[src/rtl/memory_arbiter_pkg.sv]
// memory_arbiter_pkg: shared types for the two-port memory arbiter.
//   state_t    - arbiter FSM states (IDLE, BUSY)
//   port_idx_t - requester index (0 = core, 1 = loader/DMA/debug)
//   mem_req_t  - one requester's request fields, bundled
package memory_arbiter_pkg;
  typedef enum logic {IDLE = 1'b0, BUSY = 1'b1} state_t;

  localparam logic MEMORY_COMMAND_READ  = 1'b0;
  localparam logic MEMORY_COMMAND_WRITE = 1'b1;

  typedef logic port_idx_t;

  typedef struct packed {
    logic        enable;
    logic        command;
    logic [31:0] read_address;
    logic [31:0] write_address;
    logic [31:0] write_data;
    logic [31:0] write_mask;
  } mem_req_t;
endpackage

[src/rtl/arbiter_grant.sv]
// arbiter_grant: combinational 2-way grant.
//   req  in  2 : request bits, bit N = port N
//   last in  1 : port that won the most recent accept
//   gnt  out 2 : one-hot grant (all zero when nobody requests)
// MEMORY_ARBITER_ROUND_ROBIN_EN defined : contention goes to the port that did
//   not win last. Undefined : port 0 always wins contention.
module arbiter_grant
  import memory_arbiter_pkg::*;
(
  input  logic [1:0] req,
  input  port_idx_t  last,
  output logic [1:0] gnt
);
  always_comb begin
    gnt = 2'b00;
`ifdef MEMORY_ARBITER_ROUND_ROBIN_EN
    if (req == 2'b11) gnt = (last == 1'b0) ? 2'b10 : 2'b01;
    else              gnt = req;
`else
    if (req[0])      gnt = 2'b01;
    else if (req[1]) gnt = 2'b10;
`endif
  end

`ifndef MEMORY_ARBITER_ROUND_ROBIN_EN
  // fixed priority never looks at the last winner
  logic unused_last;
  assign unused_last = last;
`endif
endmodule

[src/rtl/memory_arbiter.sv]
// memory_arbiter: shares one memory port between two requesters (port 0 core,
// port 1 loader/DMA/debug) with at most one transaction in flight.
//   TIMEOUT_CYCLES          : BUSY cycles allowed before abort, 0 = no watchdog
//   clk, reset              : clock, async active-high reset
//   portN_memory_*  (N=0,1) : requester side request in, ready/valid/data out
//   memory_*                : downstream request out, ready/valid/data in
//   timeout_error           : one-cycle pulse the cycle after a watchdog abort
//   owner                   : port of the in-flight / most recent transaction
// MEMORY_ARBITER_ROUND_ROBIN_EN selects round-robin contention (else fixed).
module memory_arbiter
  import memory_arbiter_pkg::*;
#(
  parameter int TIMEOUT_CYCLES = 255
) (
  input  logic        clk,
  input  logic        reset,
  input  logic        port0_memory_enable,
  input  logic        port0_memory_command,
  input  logic [31:0] port0_read_memory_address,
  input  logic [31:0] port0_write_memory_address,
  input  logic [31:0] port0_write_memory_data,
  input  logic [31:0] port0_write_memory_mask,
  output logic        port0_memory_ready,
  output logic        port0_memory_valid,
  output logic [31:0] port0_read_memory_data,
  input  logic        port1_memory_enable,
  input  logic        port1_memory_command,
  input  logic [31:0] port1_read_memory_address,
  input  logic [31:0] port1_write_memory_address,
  input  logic [31:0] port1_write_memory_data,
  input  logic [31:0] port1_write_memory_mask,
  output logic        port1_memory_ready,
  output logic        port1_memory_valid,
  output logic [31:0] port1_read_memory_data,
  output logic        memory_enable,
  output logic        memory_command,
  output logic [31:0] read_memory_address,
  output logic [31:0] write_memory_address,
  output logic [31:0] write_memory_data,
  output logic [31:0] write_memory_mask,
  input  logic        memory_ready,
  input  logic        memory_valid,
  input  logic [31:0] read_memory_data,
  output logic        timeout_error,
  output port_idx_t   owner
);
  localparam int CNT_W = ($clog2(TIMEOUT_CYCLES + 1) > 8) ? $clog2(TIMEOUT_CYCLES + 1) : 8;
  localparam logic [CNT_W-1:0] LIMIT = CNT_W'(TIMEOUT_CYCLES);
  localparam bit WDOG_EN = (TIMEOUT_CYCLES != 0);

  state_t           state, state_nxt;
  logic [CNT_W-1:0] cnt;
  mem_req_t         req0, req1, cur;
  logic [1:0]       gnt;
  port_idx_t        last, sel;
  logic             busy, accept, done, abort;

  assign req0 = {port0_memory_enable, port0_memory_command, port0_read_memory_address,
                 port0_write_memory_address, port0_write_memory_data, port0_write_memory_mask};
  assign req1 = {port1_memory_enable, port1_memory_command, port1_read_memory_address,
                 port1_write_memory_address, port1_write_memory_data, port1_write_memory_mask};

  arbiter_grant u_grant (
    .req  ({req1.enable, req0.enable}),
    .last (last),
    .gnt  (gnt)
  );

  assign busy = (state == BUSY);
  // IDLE: granted port drives memory; BUSY: owner's fields stay on the bus
  assign sel  = busy ? owner : gnt[1];
  assign cur  = sel ? req1 : req0;

  assign memory_enable        = !busy && (gnt != 2'b00);
  assign memory_command       = cur.command;
  assign read_memory_address  = cur.read_address;
  assign write_memory_address = cur.write_address;
  assign write_memory_data    = cur.write_data;
  assign write_memory_mask    = cur.write_mask;

  assign accept = memory_enable && memory_ready;
  assign done   = busy && memory_valid;
  // completion from memory wins over the watchdog in the same cycle
  assign abort  = WDOG_EN && busy && !memory_valid && (cnt == LIMIT);

  assign port0_memory_ready = !busy && gnt[0] && memory_ready;
  assign port1_memory_ready = !busy && gnt[1] && memory_ready;
  assign port0_memory_valid = (done || abort) && (owner == 1'b0);
  assign port1_memory_valid = (done || abort) && (owner == 1'b1);
  assign port0_read_memory_data = (done && owner == 1'b0) ? read_memory_data : '0;
  assign port1_read_memory_data = (done && owner == 1'b1) ? read_memory_data : '0;

  always_comb begin
    state_nxt = state;
    case (state)
      IDLE:    if (accept)        state_nxt = BUSY;
      BUSY:    if (done || abort) state_nxt = IDLE;
      default: state_nxt = IDLE;
    endcase
  end

  always_ff @(posedge clk or posedge reset) begin
    if (reset) begin
      state         <= IDLE;
      owner         <= 1'b0;
      cnt           <= '0;
      timeout_error <= 1'b0;
    end else begin
      state         <= state_nxt;
      timeout_error <= abort;
      if (accept) begin
        owner <= sel;
        cnt   <= '0;
      end else if (busy && !memory_valid && cnt != '1) begin
        cnt <= cnt + CNT_W'(1);
      end
    end
  end

`ifdef MEMORY_ARBITER_ROUND_ROBIN_EN
  // reset to 1 so port 0 wins the first contention
  always_ff @(posedge clk or posedge reset) begin
    if (reset)       last <= 1'b1;
    else if (accept) last <= sel;
  end
`else
  assign last = 1'b1;
`endif
endmodule

[config.mk]
export PLATFORM = sky130hd
export DESIGN_NAME = memory_arbiter
export DESIGN_NICKNAME = d
export VERILOG_FILES = /design/src/rtl/memory_arbiter_pkg.sv /design/src/rtl/arbiter_grant.sv /design/src/rtl/memory_arbiter.sv
export SDC_FILE = /design/constraint.sdc
export NUM_CORES = 1
export LEC_CHECK = 0
export ABC_AREA = 1
export CELL_PAD_IN_SITES_DETAIL_PLACEMENT = 1
export CELL_PAD_IN_SITES_GLOBAL_PLACEMENT = 2
export CORE_ASPECT_RATIO = 0.8
export CORE_MARGIN = 10
export CORE_UTILIZATION = 10
export DETAILED_ROUTE_END_ITERATION = 8
export PLACE_DENSITY_LB_ADDON = 0.12
export SLEW_MARGIN = 20
export SYNTH_ARGS = -nofsm -noshare
export SYNTH_HDL_FRONTEND = slang
export SYNTH_SLANG_ARGS = --single-unit
[constraint.sdc]
create_clock -name clk -period 2.75 [get_ports clk]
set_input_delay 0.4125 -clock clk [delete_from_list [all_inputs] [get_ports clk]]
set_output_delay 0.4125 -clock clk [all_outputs]
set_load 0.1 [all_outputs]
==> flow_summary.json, run 1 <==
{
  "status": "complete, no violations",
  "rsz0062_at_grt": "false",
  "arrival_ns": 2.18,
  "cts-buffers-inserted": 3,
  "synth_nets": 904,
  "gp_congestion": 0.841,
  "die_y_um": 170,
  "crit_path_max_incr_delay_ns": 0.41,
  "period_needed_ns": 2.60,
  "finalHoldViolations": 0,
  "dieArea_um2": 35200,
  "hold_path_class": "primary input to asynchronous set/reset pin",
  "layout_common_cells": "clkdlybuf4s50_1, buf_12, inv_1, nand2_1, o21ai_1",
  "core-area_um2": 27500,
  "start_kind": "primary input",
  "p_per_area_nw_per_um2": 711,
  "portBuffers": 495,
  "grt_usage": 0.163,
  "insertion_delay_ns": 0.24,
  "worstRegToRegCells": 9,
  "timing.fmax_mhz": 385,
  "r2r_slack_ns": 1.18,
  "grt_antenna_before_repair": 11,
  "avgSynthCellArea_um2": 4.63,
  "layout_commonest_cell": "clkdlybuf4s50_1",
  "post_cts_buffers": 0,
  "cts_tree": "yes",
  "endpoint_kind": "primary output",
  "syn_inst": 607,
  "vias_per_cell": 3.68,
  "ir_worst_vdd_mv": 0.287,
  "design_area_um2": 10500,
  "nets": 1392,
  "cp.required_ns": 2.34,
  "start_util": 0.102,
  "grt_pass1_vias": 5480,
  "die_x_um": 207,
  "slowest_stage": "clkdlybuf4s50_1",
  "ant_nets": 0,
  "power.leakage_uw": 0.00486,
  "drtPass1Iterations": 4,
  "drive_gt1_frac": 0.262,
  "crit_fanout": 20,
  "synth_seq_area_share": 0.0980,
  "fillers": 3212,
  "reg2reg_from": "cnt[1]$_DFFE_PP0P_",
  "setup_violations": 0,
  "drc": 0,
  "cts_root_buffer": "clkbuf_16",
  "grt_max_degree": 35,
  "syn_area_um2": 2810,
  "grt_overflow_total": 0,
  "synth.distinct_cells": 21,
  "cts_hold_buffers": 0,
  "wirelength_mm": 30.4,
  "cts.htree.levels": 1,
  "area_growth_pct": 275,
  "post_drt_wl_per_cell_um": 20.8,
  "period_share": 0.944,
  "clk_path_buf_depth": 2,
  "slew_headroom": 0.628,
  "fin_skew_ns": 0.00378,
  "max_cap_viol_count": 0,
  "p_total_uw": 7490,
  "report.final.slew_viol_count": 0,
  "cpMostUsedCell": "buf_12",
  "io_pins": 496,
  "cts_sinks": 11,
  "worstPathCellList": "clkdlybuf4s50_1 -> nand3b_2 -> o21ai_4 -> buf_12 -> buf_4 -> nand2_1 -> o21ai_1 -> buf_12",
  "grt_pass1_wl_mm": 42.6,
  "cts_resized": 0,
  "yosys_warnings": 0,
  "place_hpwl_mm": 28.0,
  "ys_ff_latch": 11,
  "tns_ns": 0,
  "critPathKind": "primary input to primary output",
  "dpl_cell_area_um2": 10400,
  "vias": 5376,
  "row_count": 54,
  "regToRegEndpoint": "cnt[7]$_DFFE_PP0P_",
  "dr.first_iter.drc_count": 149,
  "fin_util": 0.383,
  "startpoint": "port0_memory_enable",
  "clkTransAtPathRegs_ns": 0.04,
  "worst_hold_slack_ns": 0.467,
  "tightest_slew_ns": 0.559
}
==> critical path, delay by kind of cell <==
| family | cells | cell delay [ns] |
|---|---|---|
| and+or+nand+nor | 2 | 0.32 |
| buffers and inverters | 4 | 1.08 |
| AOI/OAI and AO/OA | 2 | 0.36 |
==> synthesized netlist by cell type <==
| master | n | area share |
|---|---|---|
| a21oi_1 | 3 | 0.0053 |
| buf_2 | 11 | 0.020 |
| buf_4 | 10 | 0.027 |
| buf_6 | 3 | 0.012 |
| clkbuf_1 | 10 | 0.013 |
| dfrtp_1 | 11 | 0.098 |
| ha_1 | 1 | 0.0045 |
| inv_1 | 172 | 0.23 |
| inv_2 | 1 | 0.0013 |
| nand2_1 | 158 | 0.21 |
| nand3_1 | 8 | 0.014 |
| nand3b_2 | 1 | 0.0040 |
| nand4_1 | 1 | 0.0022 |
| nor2_1 | 80 | 0.11 |
| nor3_1 | 1 | 0.0018 |
| o21ai_0 | 66 | 0.12 |
| o21ai_1 | 66 | 0.12 |
| o21ai_4 | 1 | 0.0058 |
| or2_2 | 1 | 0.0022 |
| xnor2_1 | 1 | 0.0031 |
| xor2_1 | 1 | 0.0031 |
==> cell families (layout without fill, tap and decap cells) <==
family          Yosys count  count (layout)  synth area share
xor+xnor                  2               2           0.00623
flops                    11              11            0.0980
buf+inv                 207             694             0.303
compound gates          136             136             0.246
fa+ha+maj                 1               1           0.00445
simple gates            250             250             0.342
other cells               0               4                 0
==> worst max-delay path by stage <==
stage | end | slack, ns | cells after the start
after floorplan | read_memory_address[0] | -0.46 | 5
after global placement | write_memory_mask[27] | 0.17 | 8
after detailed placement | write_memory_mask[26] | 0.14 | 8
after CTS | write_memory_mask[26] | 0.13 | 8
after global routing | write_memory_mask[26] | 0.03 | 8
final | write_memory_mask[26] | 0.15 | 8
==> sequential cells by signal, summed over array words and instances (netlist names) <==
name           flops
timeout_error      1
busy               1
cnt                8
owner              1
==> area by class of cell <==
class                           count  area [um^2]  share of cell area
Clock buffer                        4         78.8             0.00748
Antenna cell                        4         10.0            0.000950
Tap cell                          364          455              0.0432
Timing Repair Buffer              517         7210               0.684
Inverter                          173          649              0.0616
Sequential cell                    11          275              0.0261
Multi-Input combinational cell    389         1860               0.176
==> routing by layer <==
metal | vias to the layer above | global-route usage | routed length (um)
met4 | 14 | 0.00919 | 90
met3 | 19 | 0.0686 | 2880
met5 | - | 0 | 84
met1 | 2388 | 0.166 | 10700
li1 | 2757 | - | -
met2 | 198 | 0.317 | 16600
==> through the flow <==
| step | worst slack, ns | cells |
|---|---|---|
| floorplan | -0.463 | 607 |
| global placement | 0.167 | 1454 |
| detailed placement | 0.135 | 1454 |
| CTS | 0.129 | 1458 |
| global route | 0.0334 | 1459 |
| finish | 0.153 | 1462 |
==> where the power goes <==
group	internal, uW	switching (uW)	total (uW)
Combinational	2410	4600	7020
Clock	195	77.1	272
Sequential	181	20.9	202
Note: power is estimated with default switching activity, not from simulation.
==> run 2: changes to the inputs <==
--- a/config.mk
+++ b/config.mk
@@ -5,12 +5,11 @@
 export SDC_FILE = /design/constraint.sdc
 export NUM_CORES = 1
 export LEC_CHECK = 0
-export ABC_AREA = 1
 export CELL_PAD_IN_SITES_DETAIL_PLACEMENT = 1
 export CELL_PAD_IN_SITES_GLOBAL_PLACEMENT = 2
 export CORE_ASPECT_RATIO = 0.8
 export CORE_MARGIN = 10
-export CORE_UTILIZATION = 10
+export CORE_UTILIZATION = 11
 export DETAILED_ROUTE_END_ITERATION = 8
 export PLACE_DENSITY_LB_ADDON = 0.12
 export SLEW_MARGIN = 20
==> run 2 against run 1 <==
Via count decreased by 19%. Sequential power increased by 2%. Fmax decreased by 0.97%. Synthesized area increased by 10%. Die area increased by 0.23%. Clock power about the same. Critical path depth decreased by 2. Largest cell class unchanged. Highest routed layer unchanged.
==> flow_summary.json, run 2 <==
{
  "die_y_um": 170,
  "slew_headroom": 0.668,
  "insertion_delay_ns": 0.24,
  "largest_reg_flops": 8,
  "report.final.slew_viol_count": 0,
  "ir_worst_vdd_mv": 0.281,
  "core-area_um2": 27500,
  "synth.distinct_cells": 33,
  "regToRegEndpoint": "busy$_DFF_PP0_",
  "arrival_ns": 2.21,
  "synth_compound_area_frac": 0.0420,
  "cpMostUsedCell": "buf_12",
  "start_util": 0.113,
  "pwr-share-comb": 0.912,
  "dieArea_um2": 35300,
  "nets": 1071,
  "grt_usage": 0.173,
  "dpl_cell_area_um2": 10500,
  "slowest_stage": "clkdlybuf4s50_1",
  "cts_tree": "yes",
  "cts.htree.levels": 1,
  "post_cts_buffers": 0,
  "post_drt_wl_per_cell_um": 28.7,
  "max_cap_viol_count": 0,
  "regMostFlops": "cnt",
  "vias": 4357,
  "synth_top_family_by_area": "multiplexers",
  "switching_share": 0.566,
  "fin_skew_ns": 0.00112,
  "cts_hold_buffers": 0,
  "grt_max_degree": 49,
  "synthSimpleGateAreaFrac": 0.187,
  "start_kind": "primary input",
  "syn_area_um2": 3100,
  "design_area_um2": 10600,
  "avgSynthCellArea_um2": 10.9,
  "yosys_warnings": 0,
  "power.leakage_uw": 0.00465,
  "portBuffers": 495,
  "worstRegToRegCells": 4,
  "setup_violations": 0,
  "ant_nets": 0,
  "tightest_slew_ns": 0.493,
  "tns_ns": 0,
  "synthArstFlopShare": 1.00,
  "timing.fmax_mhz": 381,
  "place_hpwl_mm": 30.2,
  "p_per_area_nw_per_um2": 514,
  "p_int_uw": 2350,
  "grt_pass1_vias": 4725,
  "endpoint_kind": "primary output",
  "cts_resized": 0,
  "cts-buffers-inserted": 3,
  "gp_congestion": 0.932,
  "period_needed_ns": 2.62,
  "p_total_uw": 5430,
  "hold_path_class": "primary input to asynchronous set/reset pin",
  "io_pins": 496,
  "syn_inst": 284,
  "drive_gt1_frac": 0.450,
  "area_growth_pct": 241,
  "critPathKind": "primary input to primary output",
  "drtPass1Iterations": 4,
  "clk_path_buf_depth": 2,
  "fillers": 2905,
  "wirelength_mm": 32.8,
  "dr.first_iter.drc_count": 182,
  "netlist_top_cells_count": "mux2_4, and2_1, mux2_2",
  "synthFlopType": "dfrtp_1",
  "r2r_slack_ns": 1.05,
  "crit_path_max_incr_delay_ns": 0.51,
  "period_share": 0.954,
  "drc": 0,
  "grt_overflow_total": 0,
  "grt_pass1_wl_mm": 43.7,
  "p_clk_frac": 0.050,
  "crit_fanout": 48,
  "synth_top_cell_by_area": "mux2_4",
  "worstPathCellList": "clkdlybuf4s50_1 -> nand2b_4 -> o21a_4 -> buf_12 -> mux2_4 -> buf_12",
  "cts_root_buffer": "clkbuf_16",
  "ys_ff_latch": 11,
  "synth_nets": 581,
  "rsz0062_at_grt": "false",
  "synth_most_common_cell": "mux2_4",
  "row_count": 54,
  "synth_seq_area_share": 0.0888,
  "die_x_um": 208,
  "switching_power_uw": 3070,
  "synthMuxAreaShare": 0.615,
  "synth.area.top_cells": "mux2_4, and2_1, dfrtp_1",
  "status": "complete, no violations",
  "synth_fa_ha_area_frac": 0.00404,
  "cp.required_ns": 2.34,
  "clkTransAtPathRegs_ns": 0.04,
  "vias_per_cell": 3.81,
  "seqPwrFrac": 0.038,
  "cts_sinks": 11,
  "grt_antenna_before_repair": 21,
  "synth_xor_area_frac": 0,
  "synth_edf_count": 0,
  "layout_common_cells": "clkdlybuf4s50_1, buf_12, mux2_4, and2_1, mux2_2",
  "layout_commonest_cell": "clkdlybuf4s50_1",
  "synth_top_cell_area_share": 0.533,
  "finalHoldViolations": 0,
  "reg2reg_from": "cnt[0]$_DFFE_PP0P_"
}
==> run 2: kinds of logic (layout without fill, tap and decap cells) <==
family | Yosys count | count (layout)
compound gates | 21 | 21
fa+ha+maj | 1 | 1
buf+inv | 26 | 515
flops | 11 | 11
mux | 133 | 133
other cells | 0 | 7
simple gates | 92 | 92
==> run 2: area by class of cell <==
cell class              instances  area [um^2]  area share
clock buffers                   4         78.8     0.00747
multi-input cells             247         2640       0.250
flip-flops and latches         11          275      0.0261
diodes                          7         17.5     0.00166
inverters                       4         15.0     0.00142
well taps                     364          455      0.0432
repair buffers                507         7070       0.670
==> run 2: worst max-delay path by stage <==
stage / startpoint / end / slack, ns
floorplan: owner$_DFFE_PP0P_ / port1_read_memory_data[10] / 0.05
global placement: port0_memory_enable / write_memory_mask[8] / 0.13
detailed placement: port0_memory_enable / write_memory_mask[8] / 0.12
CTS: port0_memory_enable / write_memory_mask[8] / 0.12
global route: port0_memory_enable / write_memory_mask[8] / 0.08
finish: port0_memory_enable / write_memory_data[31] / 0.13
==> run 2: layer usage <==
metal  vias to the layer above  GRT usage  routed length (um)
li1                       2008          -                   -
met3                        38     0.0805                2910
met5                         -          0                 177
met4                        26     0.0107                 221
met1                      2082      0.171               11400
met2                       203      0.337               18000
==> run 2: critical path, delay by kind of cell <==
family          cells  cell delay, ns
buf+inv             3            1.00
mux                 1            0.38
compound gates      1            0.18
simple gates        1            0.15
==> run 2: through the flow <==
stage                      util  hold slack (ns)  worst slack, ns  std cells
after detailed placement  0.380            0.527            0.118       1133
after floorplan               -            0.265           0.0548        284
after CTS                 0.383            0.531            0.117       1137
final                     0.384            0.506            0.127       1144
after global routing      0.383            0.550           0.0789       1138
after global placement    0.380            0.509            0.135       1133
==> run 2: power by group through the flow <==
stage               clock network, uW  logic, uW  registers [uW]
finish                            270       4950             206
global route                      288       5070             209
CTS                               274       5010             205
detailed placement                  0       5000             207
global placement                    0       4970             207
floorplan                           0       2970             219
==> run 3: changes to the inputs <==
--- a/config.mk
+++ b/config.mk
@@ -7,10 +7,10 @@
 export LEC_CHECK = 0
 export CELL_PAD_IN_SITES_DETAIL_PLACEMENT = 1
 export CELL_PAD_IN_SITES_GLOBAL_PLACEMENT = 2
-export CORE_ASPECT_RATIO = 0.8
-export CORE_MARGIN = 10
-export CORE_UTILIZATION = 11
+export CORE_AREA = 10 10 187 189
 export DETAILED_ROUTE_END_ITERATION = 8
+export DIE_AREA = 0 0 197 199
+export DONT_BUFFER_PORTS = 1
 export PLACE_DENSITY_LB_ADDON = 0.12
 export SLEW_MARGIN = 20
 export SYNTH_ARGS = -nofsm -noshare
==> run 3 against run 2 <==
Combinational power is 29% lower. Die area up 11%. Count of clock-buffer cells in the layout is the same. Sequential power about the same. Wire length fell by 23%. Largest cell class is now multi-input gates. Non-clock buffer count shrank 412. Core utilization is 21 points lower. Final area decreased by 50%. Total power fell by 26%. Global-route usage is 5.8 points lower. First-iteration DRC count decreased by 25%. Largest power group unchanged. Clock skew about the same.
==> flow_summary.json, run 3 (synthesis gave the netlist of run 2 again) <==
{
  "status": "complete, no violations",
  "pwr-share-comb": 0.881,
  "timing.fmax_mhz": 401,
  "p_clk_frac": 0.067,
  "power.leakage_uw": 0.00240,
  "grt_usage": 0.115,
  "layout_common_cells": "mux2_4, buf_12, and2_1, mux2_2",
  "period_needed_ns": 2.49,
  "dp_slack_ns": 0.501,
  "drc": 0,
  "path_buf_inv": 1,
  "report.final.slew_viol_count": 0,
  "clkTransAtPathRegs_ns": 0.04,
  "tns_ns": 0,
  "cp_top_family": "multiplexers",
  "grt_overflow_total": 0,
  "design_area_um2": 5300,
  "crit_fanout": 95,
  "finalHoldViolations": 0,
  "slowest_stage": "mux2_4",
  "grt_antenna_before_repair": 4,
  "clk_path_buf_depth": 2,
  "period_share": 0.907,
  "die_y_um": 199,
  "die_x_um": 197,
  "fin_util": 0.170,
  "core-area_um2": 31200,
  "layout_commonest_cell": "mux2_4",
  "endpoint_kind": "primary output",
  "setup_violations": 0,
  "rsz0062_at_grt": "false",
  "vias_per_cell": 3.57,
  "wirelength_mm": 25.4,
  "max_cap_viol_count": 0,
  "ir_worst_vdd_mv": 0.321,
  "crit_path_max_incr_delay_ns": 0.51,
  "gp_congestion": 0.855,
  "insertion_delay_ns": 0.24,
  "multi_input_area_um2": 2650,
  "fin_skew_ns": 0.00118,
  "dieArea_um2": 39200,
  "seqPwrFrac": 0.051,
  "dr.first_iter.drc_count": 136,
  "post_cts_buffers": 0,
  "ant_nets": 0,
  "drive_gt1_frac": 0.648,
  "start_util": 0.0992,
  "arrival_ns": 2.08,
  "hold_path_class": "primary input to asynchronous set/reset pin",
  "cts_hold_buffers": 0,
  "layout_setup_ws_ns": 0.255,
  "switching_power_uw": 2790,
  "grt_pass1_wl_mm": 31.6,
  "register_area_um2": 275,
  "drtPass1Iterations": 4,
  "place_hpwl_mm": 23.1,
  "cts-buffers-inserted": 3,
  "cts.htree.levels": 1,
  "cts_resized": 0,
  "nets": 659,
  "start_kind": "flop",
  "fillers": 3522,
  "tightest_slew_ns": 0.921,
  "post_drt_wl_per_cell_um": 33.2,
  "io_pins": 496,
  "area_growth_pct": 70.9,
  "critPathKind": "flop to primary output",
  "dpl_cell_area_um2": 5210,
  "cp.required_ns": 2.34,
  "worstPathCellList": "nand2_1 -> o21a_4 -> buf_12 -> mux2_4",
  "largest_reg_flops": 8,
  "cts_sinks": 11,
  "vias": 2735,
  "switching_share": 0.700,
  "grt_max_degree": 96,
  "portBuffers": 0,
  "cts_root_buffer": "clkbuf_16",
  "cts_tree": "yes",
  "grt_pass1_vias": 2909,
  "p_int_uw": 1200,
  "p_per_area_nw_per_um2": 754,
  "slew_headroom": 0.387,
  "regMostFlops": "cnt",
  "row_count": 65
}
## run 3: stage by stage
stage               hold WS [ns]  power [uW]  cells
floorplan                  0.265        3190    284
global placement           0.363        3750    759
detailed placement         0.368        3760    759
CTS                        0.113        4040    763
global route               0.133        4090    765
finish                     0.100        3990    766
## run 3: final timing paths
path | cells after the start | startpoint | endpoint | slack [ns]
max in group asynchronous | 1 | reset | cnt[3]$_DFFE_PP0P_ | 2.30
min reg2reg | 1 | cnt[5]$_DFFE_PP0P_ | cnt[5]$_DFFE_PP0P_ | 0.55
max reg2reg | 4 | cnt[0]$_DFFE_PP0P_ | busy$_DFF_PP0_ | 1.04
max | 4 | owner$_DFFE_PP0P_ | write_memory_data[24] | 0.26
min in group clk | 2 | port1_memory_enable | owner$_DFFE_PP0P_ | 0.37
min | 1 | reset | owner$_DFFE_PP0P_ | 0.10
## run 3: cell type report
cell class,count,area share
antenna,3,0.00142
clock buffer,4,0.0149
inverter,4,0.00283
multi-input combinational,247,0.501
sequential,11,0.0520
tap,402,0.0949
timing repair buffer,95,0.333
## run 3: layer usage
layer | vias up | share of wire | track usage
met5 | - | 0 | 0
met4 | 0 | 0.010 | 0.0228
met3 | 6 | 0.11 | 0.0541
met2 | 221 | 0.59 | 0.235
met1 | 1338 | 0.28 | 0.0970
li1 | 1170 | - | -
## run 3: power by group through the flow
stage                     clock [uW]  sequential (uW)  combinational, uW
after floorplan                    0              219               2970
after global placement             0              208               3540
after detailed placement           0              208               3550
after CTS                        279              206               3560
after global routing             290              208               3590
final                            268              205               3520
## run 3: worst reg2reg max path, cell delays in order (launching register included)
cell	delay, ns
dfrtp_1	0.45
ha_1	0.28
nand3_1	0.21
o21ai_0	0.45
o21ai_0	0.16
